## config.mk

```make
export PLATFORM = sky130hd
export DESIGN_NAME = peripheral_bb_ram_responder
export DESIGN_NICKNAME = d
export VERILOG_FILES = /design/src/rtl/peripheral_bb_ram_responder.sv
export SDC_FILE = /design/constraint.sdc
export NUM_CORES = 2
export LEC_CHECK = 0
export CORE_UTILIZATION = 65
export CTS_BUF_LIST = sky130_fd_sc_hd__clkbuf_4 sky130_fd_sc_hd__clkbuf_8 sky130_fd_sc_hd__clkbuf_16
export DETAILED_ROUTE_END_ITERATION = 8
export PLACE_DENSITY = 0.81
export SYNTH_ARGS = -nofsm -noshare
export SYNTH_HDL_FRONTEND = slang
export SYNTH_SLANG_ARGS = --single-unit
```

## constraint.sdc

```tcl
create_clock -name mclk -period 17.7 [get_ports mclk]
set_input_delay 4.425 -clock mclk [delete_from_list [all_inputs] [get_ports mclk]]
set_output_delay 4.425 -clock mclk [all_outputs]
set_load 0.02 [all_outputs]
```

## src/rtl/peripheral_bb_ram_responder.sv

```systemverilog
// Single-port RAM responder with a post-reset INIT_VAL sweep, an RD_LAT-stage read pipeline and a dvalid strobe.
// Optional per-word even parity with error injection is enabled by the PERIPHERAL_BB_RAM_PARITY_EN macro.
module peripheral_bb_ram_responder #(
  parameter int              AW       = 8,
  parameter int              DW       = 16,
  parameter int              RD_LAT   = 1,
  parameter logic [DW-1:0]   INIT_VAL = '0
) (
  input  logic          mclk,
  input  logic          rst,
  input  logic          cen,
  input  logic          wen,
  input  logic [AW-1:0] addr,
  input  logic [DW-1:0] din,
`ifdef PERIPHERAL_BB_RAM_PARITY_EN
  input  logic          perr_inj,
  output logic          perr,
`endif
  output logic [DW-1:0] dout,
  output logic          dvalid,
  output logic          rdy
);

`ifdef PERIPHERAL_BB_RAM_PARITY_EN
  localparam int MW = DW + 1;
`else
  localparam int MW = DW;
`endif

  typedef enum logic {ST_INIT, ST_RUN} state_t;

  state_t          state_q;
  logic [AW-1:0]   ptr_q;
  logic            rdy_q;
  logic [DW-1:0]   dout_q;
  logic            dvalid_q;

  logic [MW-1:0]   mem_q [2**AW];

  logic            mem_we_d;
  logic [AW-1:0]   mem_wa_d;
  logic [MW-1:0]   mem_wd_d;
  logic            rd_en_d;
  logic [MW-1:0]   init_word;
  logic [MW-1:0]   wr_word;

`ifdef PERIPHERAL_BB_RAM_PARITY_EN
  assign init_word = {^INIT_VAL, INIT_VAL};
  assign wr_word   = {(^din) ^ perr_inj, din};
`else
  assign init_word = INIT_VAL;
  assign wr_word   = din;
`endif

  // Accesses are honoured only once rdy is visible; the sweep owns the port before that.
  always_comb begin
    mem_we_d = 1'b0;
    mem_wa_d = addr;
    mem_wd_d = wr_word;
    rd_en_d  = 1'b0;
    if (!rst) begin
      if (state_q == ST_INIT) begin
        mem_we_d = 1'b1;
        mem_wa_d = ptr_q;
        mem_wd_d = init_word;
      end else if (rdy_q && !cen) begin
        mem_we_d = !wen;
        rd_en_d  = wen;
      end
    end
  end

  always_ff @(posedge mclk) begin
    if (rst) begin
      state_q <= ST_INIT;
      ptr_q   <= '0;
      rdy_q   <= 1'b0;
    end else begin
      case (state_q)
        ST_INIT: begin
          ptr_q <= ptr_q + 1'b1;
          if (ptr_q == '1) state_q <= ST_RUN;
        end
        ST_RUN:  rdy_q <= 1'b1;
        default: state_q <= ST_INIT;
      endcase
    end
  end

  always_ff @(posedge mclk) begin
    if (mem_we_d) mem_q[mem_wa_d] <= mem_wd_d;
  end

  // Stage 0 is the RAM's registered read; later stages only delay data and valid.
  genvar gi;
  generate
    for (gi = 0; gi < RD_LAT; gi++) begin : g_stage
      logic [MW-1:0] dat_q;
      logic          vld_q;
      if (gi == 0) begin : g_head
        always_ff @(posedge mclk) begin
          if (rd_en_d) dat_q <= mem_q[addr];
          vld_q <= rd_en_d;
        end
      end else begin : g_tail
        always_ff @(posedge mclk) begin
          dat_q <= g_stage[gi-1].dat_q;
          vld_q <= !rst && g_stage[gi-1].vld_q;
        end
      end
    end
  endgenerate

  logic [MW-1:0] last_dat;
  logic          last_vld;
  assign last_dat = g_stage[RD_LAT-1].dat_q;
  assign last_vld = g_stage[RD_LAT-1].vld_q;

  always_ff @(posedge mclk) begin
    if (rst) begin
      dout_q   <= '0;
      dvalid_q <= 1'b0;
    end else begin
      dvalid_q <= last_vld;
      if (last_vld) dout_q <= last_dat[DW-1:0];
    end
  end

`ifdef PERIPHERAL_BB_RAM_PARITY_EN
  logic perr_q;
  always_ff @(posedge mclk) begin
    if (rst) perr_q <= 1'b0;
    else     perr_q <= last_vld && ((^last_dat[DW-1:0]) != last_dat[DW]);
  end
  assign perr = perr_q;
`endif

  assign dout   = dout_q;
  assign dvalid = dvalid_q;
  assign rdy    = rdy_q;

endmodule

```

==> run_results.csv <==
group,metric,value,unit
outcome,status,"complete, but fails checks",
worst_setup_path,cp_top_family,"buffers and inverters",
worst_setup_path,crit_path_end_kind,"flop",
timing,setup_total_negative_slack,0,ns
drt,maxUsedRoutingLayer,"met5",
clock_network,hold_buffers,0,
clock_network,cts_root_buffer,"clkbuf_16",
drt,wl_met3,62200,um
worst_setup_path,timing.setup.critical_path_class,"in2reg",
floorplanning,start_util,65.6,%
yosys,syn-num-nets,7521,
worst_setup_path,timing.critical_path.slowest_stage_cell,"o32ai_1",
global_route,grt.total_usage,35.3,%
worst_setup_path,timing.critical_path.required,18.36,ns
clock_network,cts_buffer_depth,4,
yosys,dominantRegCellSynth,"edfxtp_1",
timing,final-hold-violation-count,0,
pwr,ir_drop_worst_case_vdd,0.172,mV
clock_network,cts_tree,"yes",
worst_setup_path,arrival,10.25,ns
yosys,synth.yosys.seq_area_share,77.5,%
timing,period_share,54.2,%
timing,final_clock_skew,0.0890,ns
global_route,antenna_violations_before_repair,27,
worst_setup_path,path_max_fanout,51,
yosys,postSynth.asyncResetShare,0,%
drt,first_pass_iters,7,
timing,maxSlewViolCount,5,
global_route,grt_start_max_net_pins,249,
worst_setup_path,cp_common_cell,"buf_4",
timing,finalSetupViolCount,0,
clock_network,path_clk_slew,0.06,ns
placement,pre_cts_ws,7.67,ns
floorplanning,die_height,498,um
clock_network,h-tree-depth,5,
worst_setup_path,critical_path_depth,10,
yosys,number_of_synthesized_register_bits,4140,
final_layout,final-seq-area,124000,sq um
yosys,combined_area_of_all_synthesized_cells,160000,sq um
drt,detailedRoute.firstIterationViolations,14600,
timing,rsz0062_at_grt,"false",
worst_setup_path,timing.reg2reg.worst_path_depth,4,
global_route,grt_first_pass_wirelength,616000,um
drt,final_antenna_net_count,0,
final_layout,area_of_the_multi_input_gates,32900,sq um
timing,finalCriticalPeriod,9.59,ns
floorplanning,pin_count,46,
yosys,synth.distinct_cells,57,
final_layout,utilization,72.7,%
run,cap_viol_max_count,3,
global_route,grt_pass1_vias,83900,
global_route,gr-total-overflow,0,
drt,avgViaCountPerCell,7.43,
timing,layout_setup_ws,8.11,ns
min_path,min_path_type,"reg2reg",
placement,dp.cells,10600,
pwr,total_power,20.3,mW
clock_network,insertion_delay,1.04,ns
final_layout,stdcell_count,11400,
worst_setup_path,critPathLaunchType,"input pin",
clock_network,tritoncts.num_buffers,404,
yosys,synthDominantCellAreaShare,77.2,%
drt,wl_met1,138000,um
yosys,yosys_warnings,0,
drt,post_drt_wl_per_cell,38.3,um
final_layout,layout-area-overhead-vs-synth,10.8,%
clock_network,cts.repair_timing.setup_buffer_count,0,
yosys,synth_edf_count,4112,
worst_setup_path,timing.critical_path.cells,"buf_8, buf_4, buf_4, buf_4, buf_4, mux4_2, a221oi_1, o22ai_1, o32ai_1, nor4_1",
drt,remaining_drc_errors,0,
timing,worst-slew-pin-transition,1.60,ns
drt,detail_route.wirelength,435000,um
floorplanning,die-width,498,um
floorplanning,std_cell_rows,181,
pwr,power_leakage,56.9,nW
final_layout,fin_nets,7880,
timing,clock.fmax,104,MHz
clock_network,cts.repair.resized,0,
drt,via_count,84500,
min_path,hold_depth,2,
floorplanning,fp.dieArea,248000,sq um
yosys,synth.avg_cell_area,21.3,sq um
yosys,synthDominantAreaCellType,"edfxtp_1",
worst_setup_path,critical-path-max-stage-delay,1.21,ns
floorplanning,core_area,244000,sq um
worst_setup_path,crit_buf_inv,5,
placement,gp_congestion,0.913,
placement,detailedPlacementHpwl,232000,um
placement,place.port_buffers,45,
drt,dr_wl_met2,203000,um
final_layout,fillCellCount,12500,
pwr,p_per_area,114,nW/um^2
yosys,ys_top_cells_by_area,"edfxtp_1, mux4_2, mux2i_1",
clock_network,clock_sinks,4140,
yosys,synthCells,7492,
outcome,failed_checks,"max-capacitance violations, max-slew violations",
timing,max-slew-margin-rel,-7.71,%
final_layout,drive_gt1_share,22.9,%
per-stage QoR:
stage               hold WS, ns  cell area [sq um]
finish                    0.504             177000
global route              0.552             177000
CTS                       0.507             177000
detailed placement        0.475             164000
global placement          0.463             164000
floorplan                 0.457             160000
flip-flops by register name, indices dropped and copies added (netlist names):
| name | flops |
|---|---|
| g_stage.vld_q | 1 |
| ptr_q | 8 |
| dvalid | 1 |
| state_q | 1 |
| rdy | 1 |
| dout | 16 |
| mem_q | 4096 |
| g_stage.dat_q | 16 |
layout by cell type (no fill, tap or decap), drive strengths merged, types with 60 or more instances in the layout:
cell type,netlist,layout
mux4,774,774
a221oi,60,60
buf,284,374
o22ai,143,143
mux2i,592,592
clkinv,0,157
nor3,143,143
o221ai,244,244
nand2,111,111
clkbuf,176,507
nor2,288,288
a22o,62,62
edfxtp,4112,4112
a21oi,153,153
per-layer routing:
layer,track usage (%),up-vias
met3,9.57,1580
li1,-,32400
met4,20.3,30
met1,46.0,42500
met2,54.4,7946
met5,0,-
path summary, 6_finish.rpt:
kind | slack [ns] | end | start
worst max-delay path | 8.11 | g_stage[0].dat_q[0] | addr[1]
worst min register to register | 0.50 | rdy | rdy
worst min-delay path | 0.50 | rdy | rdy
worst max register to register | 12.74 | mem_q[253][8] | state_q
power by group:
| part | internal, mW | switching, mW | leakage, nW |
|---|---|---|---|
| registers | 10.8 | 0.00420 | 37.8 |
| clock network | 4.87 | 3.63 | 6.44 |
| logic | 0.298 | 0.671 | 12.7 |
| total | 16.0 | 4.31 | 56.9 |
synthesized netlist by cell type, types with 3 or more instances:
library cell,instances
nand2_1,111
nor3_1,141
buf_1,24
o21ai_0,27
nor2_1,288
xor2_1,3
nand3_1,23
or3_1,23
buf_2,112
nor4_2,3
clkbuf_1,175
nor2b_1,5
o22ai_1,143
mux2i_1,592
nand2b_1,6
o32ai_1,15
o211ai_1,15
buf_4,39
a22oi_1,31
buf_12,28
o221ai_1,242
nand4_1,28
nor4_1,41
nand3b_1,10
mux4_2,773
a21o_1,12
o21ai_1,7
and2_1,19
or2_2,5
buf_6,52
a221oi_1,60
a22o_1,62
dfxtp_1,28
mux2_2,18
a21oi_1,153
o2111ai_1,12
edfxtp_1,4112
buf_8,29
cell type report:
cell class,instances,share of cell area (%)
tap,3202,2.26
inverter,3,0.0106
clock inverter,214,1.04
sequential,4140,70.0
multi-input combinational,2889,18.6
clock buffer,507,6.25
antenna,8,0.0113
timing repair buffer,413,1.90
worst register-to-register path: cells and delay by family (launching register included):
family | cells | cell delay, ns
buffers and inverters | 2 | 2.07
flip-flops | 1 | 0.73
AND/OR/NAND/NOR | 2 | 1.71
logic make-up (layout without fill, tap and decap cells):
family                     count (synthesis)  count (layout)  share of synthesized area, %
xor gates and xnor gates                   4               4                        0.0219
buffers and inverters                    463            1137                          2.00
adders and majority gates                  1               1                       0.00782
other                                      0               8                             0
muxes                                   1384            1384                          14.7
AOI/OAI and AO/OA                        786             786                          3.61
DFF                                     4140            4140                          77.5
and+or+nand+nor                          714             714                          2.08
No activity file was read; power rests on OpenSTA's default activity.
